## src/rtl/mem_lsu_if.sv

```systemverilog
// Word-wide req/ack data bus between the memory-access stage and the data RAM.
// The LSU is the master and owns every registered request field.
interface mem_lsu_if;
    logic        ram_req;
    logic        ram_we;
    logic [31:0] ram_addr;
    logic [3:0]  ram_sel;
    logic [31:0] ram_wdata;
    logic        ram_ack;
    logic [31:0] ram_rdata;

    modport master (
        output ram_req, ram_we, ram_addr, ram_sel, ram_wdata,
        input  ram_ack, ram_rdata
    );

    modport slave (
        input  ram_req, ram_we, ram_addr, ram_sel, ram_wdata,
        output ram_ack, ram_rdata
    );
endinterface

```

## src/rtl/mem_lsu.sv

```systemverilog
// MIPS memory-access stage: runs loads/stores over a req/ack bus with big-endian
// lane select, store replication and load extension; stalls the pipe while busy.
module mem_lsu #(
    parameter int TIMEOUT = 16,
    parameter int CNT_W   = 5
) (
    input  logic        clk,
    input  logic        rst,
    input  logic        i_flush,
    input  logic        i_wb_stall,
    input  logic [4:0]  i_mem_wd,
    input  logic        i_mem_wreg,
    input  logic [31:0] i_mem_wdata,
    input  logic [7:0]  i_mem_aluop,
    input  logic [31:0] i_mem_addr,
    input  logic [31:0] i_mem_reg,
    output logic [4:0]  o_wb_wd,
    output logic        o_wb_wreg,
    output logic [31:0] o_wb_wdata,
    output logic        o_stallreq,
    output logic        o_exc_adel,
    output logic        o_exc_ades,
    output logic        o_bus_err,
    mem_lsu_if.master   bus
);
    localparam logic [7:0] OP_LB  = 8'hE0;
    localparam logic [7:0] OP_LH  = 8'hE1;
    localparam logic [7:0] OP_LW  = 8'hE3;
    localparam logic [7:0] OP_LBU = 8'hE4;
    localparam logic [7:0] OP_LHU = 8'hE5;
    localparam logic [7:0] OP_SB  = 8'hE8;
    localparam logic [7:0] OP_SH  = 8'hE9;
    localparam logic [7:0] OP_SW  = 8'hEB;

    typedef enum logic [1:0] {S_IDLE, S_REQ, S_DONE} state_t;

    state_t           r_state, w_next_state;
    logic             r_ram_req, r_ram_we;
    logic [31:0]      r_ram_addr, r_ram_wdata;
    logic [3:0]       r_ram_sel;
    logic [CNT_W-1:0] r_cnt;
    logic [31:0]      r_hold;
    logic             r_err, r_load;
    logic [7:0]       r_op;
    logic [1:0]       r_lo;

    logic             w_is_mem, w_is_load, w_misaligned;
    logic [3:0]       w_sel;
    logic [31:0]      w_store_data, w_load_data;
    logic [7:0]       w_lane_b;
    logic [15:0]      w_lane_h;
    logic             w_start, w_finish, w_timeout;

    // NOTE: every always_comb output gets a default first so no path leaves it unassigned (no latch).
    always_comb begin
        w_is_mem     = 1'b1;
        w_is_load    = 1'b1;
        w_misaligned = 1'b0;
        w_sel        = 4'b1111;
        w_store_data = i_mem_reg;
        case (i_mem_aluop)
            OP_LB, OP_LBU: w_sel = 4'b1000 >> i_mem_addr[1:0];
            OP_LH, OP_LHU: begin
                w_misaligned = i_mem_addr[0];
                w_sel        = i_mem_addr[1] ? 4'b0011 : 4'b1100;
            end
            OP_LW: w_misaligned = |i_mem_addr[1:0];
            OP_SB: begin
                w_is_load    = 1'b0;
                w_sel        = 4'b1000 >> i_mem_addr[1:0];
                w_store_data = {4{i_mem_reg[7:0]}};
            end
            OP_SH: begin
                w_is_load    = 1'b0;
                w_misaligned = i_mem_addr[0];
                w_sel        = i_mem_addr[1] ? 4'b0011 : 4'b1100;
                w_store_data = {2{i_mem_reg[15:0]}};
            end
            OP_SW: begin
                w_is_load    = 1'b0;
                w_misaligned = |i_mem_addr[1:0];
            end
            default: begin
                w_is_mem  = 1'b0;
                w_is_load = 1'b0;
            end
        endcase
    end

    // Lane 0 (offset 0) sits in bits [31:24], so the byte shift is 8*(3-offset).
    always_comb begin
        w_lane_b = 8'(bus.ram_rdata >> {~r_lo, 3'b000});
        w_lane_h = r_lo[1] ? bus.ram_rdata[15:0] : bus.ram_rdata[31:16];
        case (r_op)
            OP_LB:   w_load_data = {{24{w_lane_b[7]}}, w_lane_b};
            OP_LBU:  w_load_data = {24'd0, w_lane_b};
            OP_LH:   w_load_data = {{16{w_lane_h[15]}}, w_lane_h};
            OP_LHU:  w_load_data = {16'd0, w_lane_h};
            default: w_load_data = bus.ram_rdata;
        endcase
    end

    always_comb begin
        w_next_state = r_state;
        w_start      = 1'b0;
        w_finish     = 1'b0;
        w_timeout    = 1'b0;
        o_wb_wd      = i_mem_wd;
        o_wb_wreg    = 1'b0;
        o_wb_wdata   = i_mem_wdata;
        o_stallreq   = 1'b0;
        o_exc_adel   = 1'b0;
        o_exc_ades   = 1'b0;
        o_bus_err    = 1'b0;
        if (rst) begin
            w_next_state = S_IDLE;
            o_wb_wd      = 5'd0;
            o_wb_wdata   = 32'd0;
        end else if (i_flush) begin
            w_next_state = S_IDLE;
        end else begin
            case (r_state)
                S_IDLE: begin
                    if (!w_is_mem) begin
                        o_wb_wreg = i_mem_wreg;
                    end else if (w_misaligned) begin
                        o_exc_adel = w_is_load;
                        o_exc_ades = !w_is_load;
                    end else begin
                        o_stallreq   = 1'b1;
                        w_start      = 1'b1;
                        w_next_state = S_REQ;
                    end
                end
                S_REQ: begin
                    o_stallreq = 1'b1;
                    if (bus.ram_ack) begin
                        w_finish     = 1'b1;
                        w_next_state = S_DONE;
                    end else if (r_cnt == CNT_W'(TIMEOUT - 1)) begin
                        w_timeout    = 1'b1;
                        w_next_state = S_DONE;
                    end
                end
                S_DONE: begin
                    if (r_err) begin
                        o_bus_err = 1'b1;
                    end else if (r_load) begin
                        o_wb_wreg  = i_mem_wreg;
                        o_wb_wdata = r_hold;
                    end
                    // Holding in DONE keeps the same instruction from being reissued.
                    if (!i_wb_stall) w_next_state = S_IDLE;
                end
                default: w_next_state = S_IDLE;
            endcase
        end
    end

    // NOTE: sequential state uses non-blocking assignments so every register samples pre-edge values.
    always_ff @(posedge clk) begin
        if (rst) begin
            r_state     <= S_IDLE;
            r_ram_req   <= 1'b0;
            r_ram_we    <= 1'b0;
            r_ram_addr  <= 32'd0;
            r_ram_sel   <= 4'd0;
            r_ram_wdata <= 32'd0;
            r_cnt       <= '0;
            r_hold      <= 32'd0;
            r_err       <= 1'b0;
            r_load      <= 1'b0;
            r_op        <= 8'd0;
            r_lo        <= 2'd0;
        end else begin
            r_state <= w_next_state;
            if (i_flush) begin
                r_ram_req <= 1'b0;
                r_cnt     <= '0;
            end else if (w_start) begin
                r_ram_req   <= 1'b1;
                r_ram_we    <= !w_is_load;
                r_ram_addr  <= {i_mem_addr[31:2], 2'b00};
                r_ram_sel   <= w_sel;
                r_ram_wdata <= w_store_data;
                r_cnt       <= '0;
                r_err       <= 1'b0;
                r_load      <= w_is_load;
                r_op        <= i_mem_aluop;
                r_lo        <= i_mem_addr[1:0];
            end else if (w_finish) begin
                r_ram_req <= 1'b0;
                if (r_load) r_hold <= w_load_data;
            end else if (w_timeout) begin
                r_ram_req <= 1'b0;
                r_err     <= 1'b1;
            end else if (r_state == S_REQ) begin
                r_cnt <= r_cnt + 1'b1;
            end
        end
    end

    assign bus.ram_req   = r_ram_req;
    assign bus.ram_we    = r_ram_we;
    assign bus.ram_addr  = r_ram_addr;
    assign bus.ram_sel   = r_ram_sel;
    assign bus.ram_wdata = r_ram_wdata;
endmodule

```

## src/flat_wrapper.sv

```systemverilog
// flat-port wrapper written by rule: the top's interface ports become plain ports
module mem_lsu_flat 
#(
    parameter int TIMEOUT = 16,
    parameter int CNT_W   = 5
)
  (clk, rst, i_flush, i_wb_stall, i_mem_wd, i_mem_wreg, i_mem_wdata, i_mem_aluop, i_mem_addr, i_mem_reg, o_wb_wd, o_wb_wreg, o_wb_wdata, o_stallreq, o_exc_adel, o_exc_ades, o_bus_err, bus_ram_req, bus_ram_we, bus_ram_addr, bus_ram_sel, bus_ram_wdata, bus_ram_ack, bus_ram_rdata);
  mem_lsu_if bus_i ();
  input  logic clk;
  input  logic rst;
  input  logic i_flush;
  input  logic i_wb_stall;
  input  logic [4:0] i_mem_wd;
  input  logic i_mem_wreg;
  input  logic [31:0] i_mem_wdata;
  input  logic [7:0] i_mem_aluop;
  input  logic [31:0] i_mem_addr;
  input  logic [31:0] i_mem_reg;
  output logic [4:0] o_wb_wd;
  output logic o_wb_wreg;
  output logic [31:0] o_wb_wdata;
  output logic o_stallreq;
  output logic o_exc_adel;
  output logic o_exc_ades;
  output logic o_bus_err;
  output wire logic [$bits(bus_i.ram_req)-1:0] bus_ram_req;
  output wire logic [$bits(bus_i.ram_we)-1:0] bus_ram_we;
  output wire logic [$bits(bus_i.ram_addr)-1:0] bus_ram_addr;
  output wire logic [$bits(bus_i.ram_sel)-1:0] bus_ram_sel;
  output wire logic [$bits(bus_i.ram_wdata)-1:0] bus_ram_wdata;
  input wire logic [$bits(bus_i.ram_ack)-1:0] bus_ram_ack;
  input wire logic [$bits(bus_i.ram_rdata)-1:0] bus_ram_rdata;
  assign bus_ram_req = bus_i.ram_req;
  assign bus_ram_we = bus_i.ram_we;
  assign bus_ram_addr = bus_i.ram_addr;
  assign bus_ram_sel = bus_i.ram_sel;
  assign bus_ram_wdata = bus_i.ram_wdata;
  assign bus_i.ram_ack = bus_ram_ack;
  assign bus_i.ram_rdata = bus_ram_rdata;
  mem_lsu #(.TIMEOUT(TIMEOUT), .CNT_W(CNT_W)) u_core (.clk(clk), .rst(rst), .i_flush(i_flush), .i_wb_stall(i_wb_stall), .i_mem_wd(i_mem_wd), .i_mem_wreg(i_mem_wreg), .i_mem_wdata(i_mem_wdata), .i_mem_aluop(i_mem_aluop), .i_mem_addr(i_mem_addr), .i_mem_reg(i_mem_reg), .o_wb_wd(o_wb_wd), .o_wb_wreg(o_wb_wreg), .o_wb_wdata(o_wb_wdata), .o_stallreq(o_stallreq), .o_exc_adel(o_exc_adel), .o_exc_ades(o_exc_ades), .o_bus_err(o_bus_err), .bus(bus_i));
endmodule
```

## config.mk

```make
export PLATFORM = sky130hd
export DESIGN_NAME = mem_lsu_flat
export DESIGN_NICKNAME = d
export VERILOG_FILES = /design/src/rtl/mem_lsu_if.sv /design/src/rtl/mem_lsu.sv /design/src/flat_wrapper.sv
export SDC_FILE = /design/constraint.sdc
export NUM_CORES = 1
export LEC_CHECK = 0
export CORE_MARGIN = 3
export CORE_UTILIZATION = 39
export DETAILED_ROUTE_END_ITERATION = 10
export PLACE_DENSITY_LB_ADDON = 0.2
export SYNTH_ARGS = -nofsm -noshare
export SYNTH_HDL_FRONTEND = slang
export SYNTH_SLANG_ARGS = --single-unit
```

## constraint.sdc

```tcl
create_clock -name clk -period 1.95 [get_ports clk]
set_clock_uncertainty 0.15 [all_clocks]
set_input_delay 0.195 -clock clk [delete_from_list [all_inputs] [get_ports clk]]
set_output_delay 0.195 -clock clk [all_outputs]
set_load 0.02 [all_outputs]
```

After elaboration in Yosys (flattened, before gate mapping)
Index checks and enable logic that the tools add are counted.
{"block": "classes", "add_sub_neg": 1, "mux": 63, "shifts": 2, "eq_ne": 20, "n_bitwise": 5, "n_reduce_logical": 17}
{"operator": "32-bit two-way mux", "n": 5}
{"operator": "32-bit one-hot mux with 4 select lines", "n": 1}
{"operator": "8-bit == test, second input constant", "n": 12}
{"operator": "32-bit one-hot mux with 2 select lines", "n": 1}
{"operator": "1-bit two-way mux", "n": 43}
{"operator": "32-bit by 5-bit >> shifter with 8-bit output", "n": 1}
{"operator": "16-bit two-way mux", "n": 1}
{"operator": "2-bit two-way mux", "n": 5}
{"operator": "3-bit OR reduction", "n": 3}
{"operator": "4-bit one-hot mux with 2 select lines", "n": 1}
{"operator": "4-bit AND reduction", "n": 2}
{"operator": "8-bit OR reduction", "n": 1}
{"operator": "1-bit one-hot mux with 2 select lines", "n": 3}
{"operator": "2-bit one-hot mux with 3 select lines", "n": 1}
{"operator": "3-bit AND reduction", "n": 2}
{"operator": "2-bit OR reduction", "n": 3}
{"operator": "5-bit by 1-bit adder with 5-bit output, second input constant", "n": 1}
{"operator": "5-bit by 4-bit == test with 1-bit output, second input constant", "n": 1}
{"operator": "5-bit two-way mux", "n": 1}
{"operator": "5-bit OR reduction", "n": 1}
{"operator": "4-bit two-way mux", "n": 1}
{"operator": "2-bit by 1-bit != test with 1-bit output, second input constant", "n": 2}
{"operator": "2-bit != test, second input constant", "n": 2}
{"operator": "1-bit NOT", "n": 4}
{"operator": "other kinds (10)", "n": 10}
{"block": "word_totals", "register_bits": 119, "inputBits": 147, "elab_cells": 120}

Longest topological paths before layout
{"block": "depth", "word_depth": 10, "mapped_depth": 8}

Worst setup path after synthesis
No wires, ideal clock.
{"block": "synth_path", "path_kind": "input-to-output", "start": "input rst", "end": "output o_exc_ades", "path_stages": 7, "path_slack_ns": -0.216, "n_path_buf": 3, "required_ns": 1.605, "arrival_time_ns": 1.821, "path_cell_list": "clkbuf_2 or2_1 buf_6 nor4_4 buf_2 nand3_1 nor3b_1"}
{"block": "synth_between", "elab_chain_len": 1}
{"element": "from (decl)", "line_no": "flat_wrapper.sv:10", "rtl": "input logic rst;"}
{"element": "1-bit two-way mux", "line_no": "mem_lsu.sv:115", "rtl": "if (rst) begin"}
{"element": "to (decl)", "line_no": "flat_wrapper.sv:24", "rtl": "output logic o_exc_ades;"}
Every way passes these cells.

Final worst setup path
{"block": "layout_path", "start": "register u_core.r_state[0]", "end": "output o_wb_wdata[31]"}
{"block": "layout_between", "elab_chain_len": 4}
{"element": "from (decl)", "line_no": "mem_lsu.sv:37", "rtl": "state_t r_state, w_next_state;"}
{"element": "from (signal assigned)", "line_no": "mem_lsu.sv:176", "rtl": "r_state <= w_next_state;"}
{"element": "2-bit == test", "line_no": "mem_lsu.sv:122", "rtl": "case (r_state)"}
{"element": "32-bit two-way mux", "line_no": "mem_lsu.sv:122"}
{"element": "32-bit two-way mux", "line_no": "mem_lsu.sv:119", "rtl": "end else if (i_flush) begin"}
{"element": "32-bit two-way mux", "line_no": "mem_lsu.sv:115"}
{"element": "to (decl)", "line_no": "flat_wrapper.sv:21", "rtl": "output logic [31:0] o_wb_wdata;"}
Every way passes these cells.

==> flow_summary_export.csv <==
group,metric,value,unit
outcome,status,"complete, but fails checks",
outcome,failed_checks,"setup timing",
logic_synthesis,async_flop_share,0,
placement,place_congestion,0.8415,
clock_tree,cts.clk_slew.worst_paths,60,ps
worst_setup_path,slowest_delay,330,ps
logic_synthesis,ys.flop_type,"dfxtp_1",
global_routing,grt_first_pass_wirelength,35940,microns
pwr,powerDensity,605.0,nW/um^2
worst_setup_path,slowest_stage,"dfxtp_2",
drt,drc,0,
clock_tree,cts_sinks,119,
worst_setup_path,startpoint_type,"register",
worst_setup_path,crit_path_cell_trace,"nor4b_4 > and2_4 > buf_6 > buf_16 > nand2_1 > a21oi_1 > buf_4",
worst_setup_path,worstReg2RegStart,"u_core.r_state[1]",
sta,setup_ws,-246.3,ps
floorplanning,row_count,45,
drt,drt_iter0_markers,443,
worst_setup_path,r2r_end,"u_core.bus.ram_wdata[0]",
sta,hold_viol_final,0,
floorplanning,die_w,131.6,microns
sta,slew_headroom,0.5772,
clock_tree,root_buffer,"clkbuf_16",
clock_tree,cts_max_path_buffers,2,
worst_setup_path,worstSetupEndpoint,"o_wb_wdata[31]",
floorplanning,initial_utilization,0.4019,
worst_setup_path,worstPathArrival,1850,ps
global_routing,grt_pass1_vias,6785,
floorplanning,pin_count,259,
global_routing,grt_usage,0.2509,
hold_path,hold_class,"primary input to register",
pwr,leakagePower,4.128,nW
floorplanning,design.core.area,15310,sq um
floorplanning,fp.dieArea,17330,sq um
clock_tree,htreeDepth,4,
logic_synthesis,synth_most_common_cell,"a21oi_1",
drt,first_pass_iters,5,
cells_and_area,area_growth,76.30,%
cells_and_area,final_cells,1295,
global_routing,overflow,0,
cells_and_area,drive_above_1_share,0.2777,
worst_setup_path,path_class,"register to primary output",
clock_tree,clk_latency,410,ps
sta,finalCritPeriodShare,1.126,
flow_run,cap_violations,0,
sta,fin_crit,2196,ps
worst_setup_path,critPathLaunch,"u_core.r_state[0]",
drt,drt-wirelength-per-cell,18.66,microns
logic_synthesis,syn_inst,789,
worst_setup_path,worstPathRequired,1600,ps
clock_tree,hold_buffers,0,
floorplanning,fp.dieH,131.6,microns
cells_and_area,diodes,0,
cells_and_area,fin_nets,1220,
drt,viasPerCell,5.564,
logic_synthesis,synth_top_area_share,0.3871,
clock_tree,cts_tree,"done",
clock_tree,cts_made_buffers,17,
sta,rsz0062_at_grt,"yes",
logic_synthesis,syn_area,6155,sq um
placement,dpl.hpwl,15480,microns
drt,finalWirelength,24160,microns
sta,worst_pin_slew,634.1,ps
drt,ant_nets,0,
logic_synthesis,synth_area_leaders,"dfxtp_1 39%, a21oi_1 10%, a211oi_1 6.2%",
worst_setup_path,rrSetupSlack,-60,ps
worst_setup_path,rr_worst_depth,6,
logic_synthesis,synth_commonest_cells,"123 x a21oi_1, 119 x dfxtp_1, 96 x nand2_1",
worst_setup_path,cp_max_fo,8,
global_routing,antenna_found_initial,0,
logic_synthesis,ys_types,56,
logic_synthesis,synth_warnings,0,
logic_synthesis,synth_enable_flop_cells,0,
worst_setup_path,endpoint_kind,"primary output",
sta,fmax,0.4553,GHz
sta,hold_slack,75.32,ps
logic_synthesis,synth-seq-area-share,0.3871,
cells_and_area,fill_cells,1243,
logic_synthesis,synth_seq_cells,119,
sta,finalSetupViolations,64,
global_routing,grt_max_degree,83,
sta,finalMaxSlewViolations,0,
placement,port_buffers,256,
logic_synthesis,syn_avg_cell_area,7.801,sq um
placement,placedCellCount,1237,
logic_synthesis,synth_top_area_cell,"dfxtp_1",
pwr,irDropWorstVdd,0.5205,mV
drt,vias,7206,
-- metrics by stage --
step / util / setup WS (ps) / instance area (sq um) / setup TNS (ps) / power [mW]
floorplan: - / -99.21 / 6295 / -3063 / 2.840
global placement: 0.6108 / -642.8 / 9354 / -67920 / 3.369
detailed placement: 0.6108 / -663.1 / 9354 / -70090 / 3.372
CTS: 0.6621 / -229.4 / 10140 / -7137 / 6.554
global route: 0.7085 / -325.3 / 10850 / -12370 / 6.787
finish: 0.7085 / -246.3 / 10850 / -7850 / 6.565
-- kinds of logic (layout without fill, tap and decap cells) --
| kind of cell | count (synthesis) | in the layout | share of synthesized area |
|---|---|---|---|
| DFF | 119 | 119 | 0.3871 |
| muxes | 28 | 28 | 0.04777 |
| buffers and inverters | 89 | 381 | 0.06851 |
| other | 1 | 2 | 0.0006093 |
| and+or+nand+nor | 279 | 281 | 0.2248 |
| AOI/OAI and AO/OA | 268 | 268 | 0.2629 |
| adders and majority gates | 2 | 2 | 0.004065 |
| xor gates and xnor gates | 3 | 3 | 0.004270 |
-- layout make-up --
class | instances | area, sq um | share of cell area
Timing Repair Buffer | 347 | 3613 | 0.3330
Multi-Input combinational cell | 584 | 3974 | 0.3662
Clock buffer | 17 | 425.4 | 0.03921
Clock inverter | 15 | 178.9 | 0.01649
Tap cell | 211 | 264.0 | 0.02433
Inverter | 2 | 7.507 | 0.0006919
Sequential cell | 119 | 2387 | 0.2200
-- layout by cell type, fill, tap and decap left out, types with 9 or more instances in the layout --
cell type        netlist  final
buf_12                 0     12
nand2_4                0     10
nor3_1                14     13
a211oi_1              51     47
nor3b_1               12     10
o21ai_1               30     17
a21oi_1              123     84
buf_4                  2     75
a21oi_2                0     39
nor2_1                48     47
nor4_1                10      9
clkbuf_16              0     24
dfxtp_1              119    117
nand3_1               62     61
o21ai_2                0     31
nand2_1               96     67
mux2i_1               26     26
clkdlybuf4s50_1        0    210
buf_6                  7     24
nand2_2                0     19
-- power breakdown --
part           internal, mW  total [mW]  switching, mW
Combinational         0.489       0.944          0.454
Sequential             2.44        2.44        0.00363
Clock                  2.01        3.18           1.17
Total                  4.94        6.56           1.62
-- layer usage --
metal | global-route usage | share of wire
met1 | 0.3103 | 0.40
met2 | 0.4003 | 0.48
met3 | 0.09686 | 0.091
met4 | 0.08635 | 0.026
met5 | 0 | 0
-- worst max-delay path: cells and delay by family (launching register included) --
kind,cells,cell delay (ps)
buffers and inverters,3,450
and+or+nand+nor,3,540
AOI/OAI and AO/OA,1,120
DFF,1,330
-- state kept, by name (all words and copies together), names as in the netlist --
signal and count:
u_core.bus.ram_wdata 32, u_core.r_hold 32, u_core.bus.ram_addr 30, u_core.r_op 8, u_core.r_cnt 5, u_core.bus.ram_sel 4, u_core.r_lo 2, u_core.r_state 2
u_core.bus.ram_req 1, u_core.bus.ram_we 1, u_core.r_err 1, u_core.r_load 1
-- what timing repair did --
action / 4_1_cts / 5_1_grt
hold endpoints to repair: 0 / 0
resized for setup: 238 / 132
endpoints found under the setup margin: 116 / 134
pin swaps: 16 / 69
setup buffers: 5 / 6
gates cloned: 4 / 13
-- worst min path at each step --
stage                   start                end  slack [ps]  depth (start not counted)
6_report       i_mem_aluop[3]      u_core.r_load          80                          3
5_1_grt        i_mem_aluop[3]      u_core.r_load          90                          3
4_1_cts                   rst  u_core.r_state[1]          80                          4
3_5_place_dp   u_core.r_op[5]     u_core.r_op[5]         300                          2
3_3_place_gp   u_core.r_op[7]     u_core.r_op[7]         290                          2
2_1_floorplan  i_mem_aluop[3]      u_core.r_load         140                          1
Note: power is estimated with default switching activity, not from simulation.
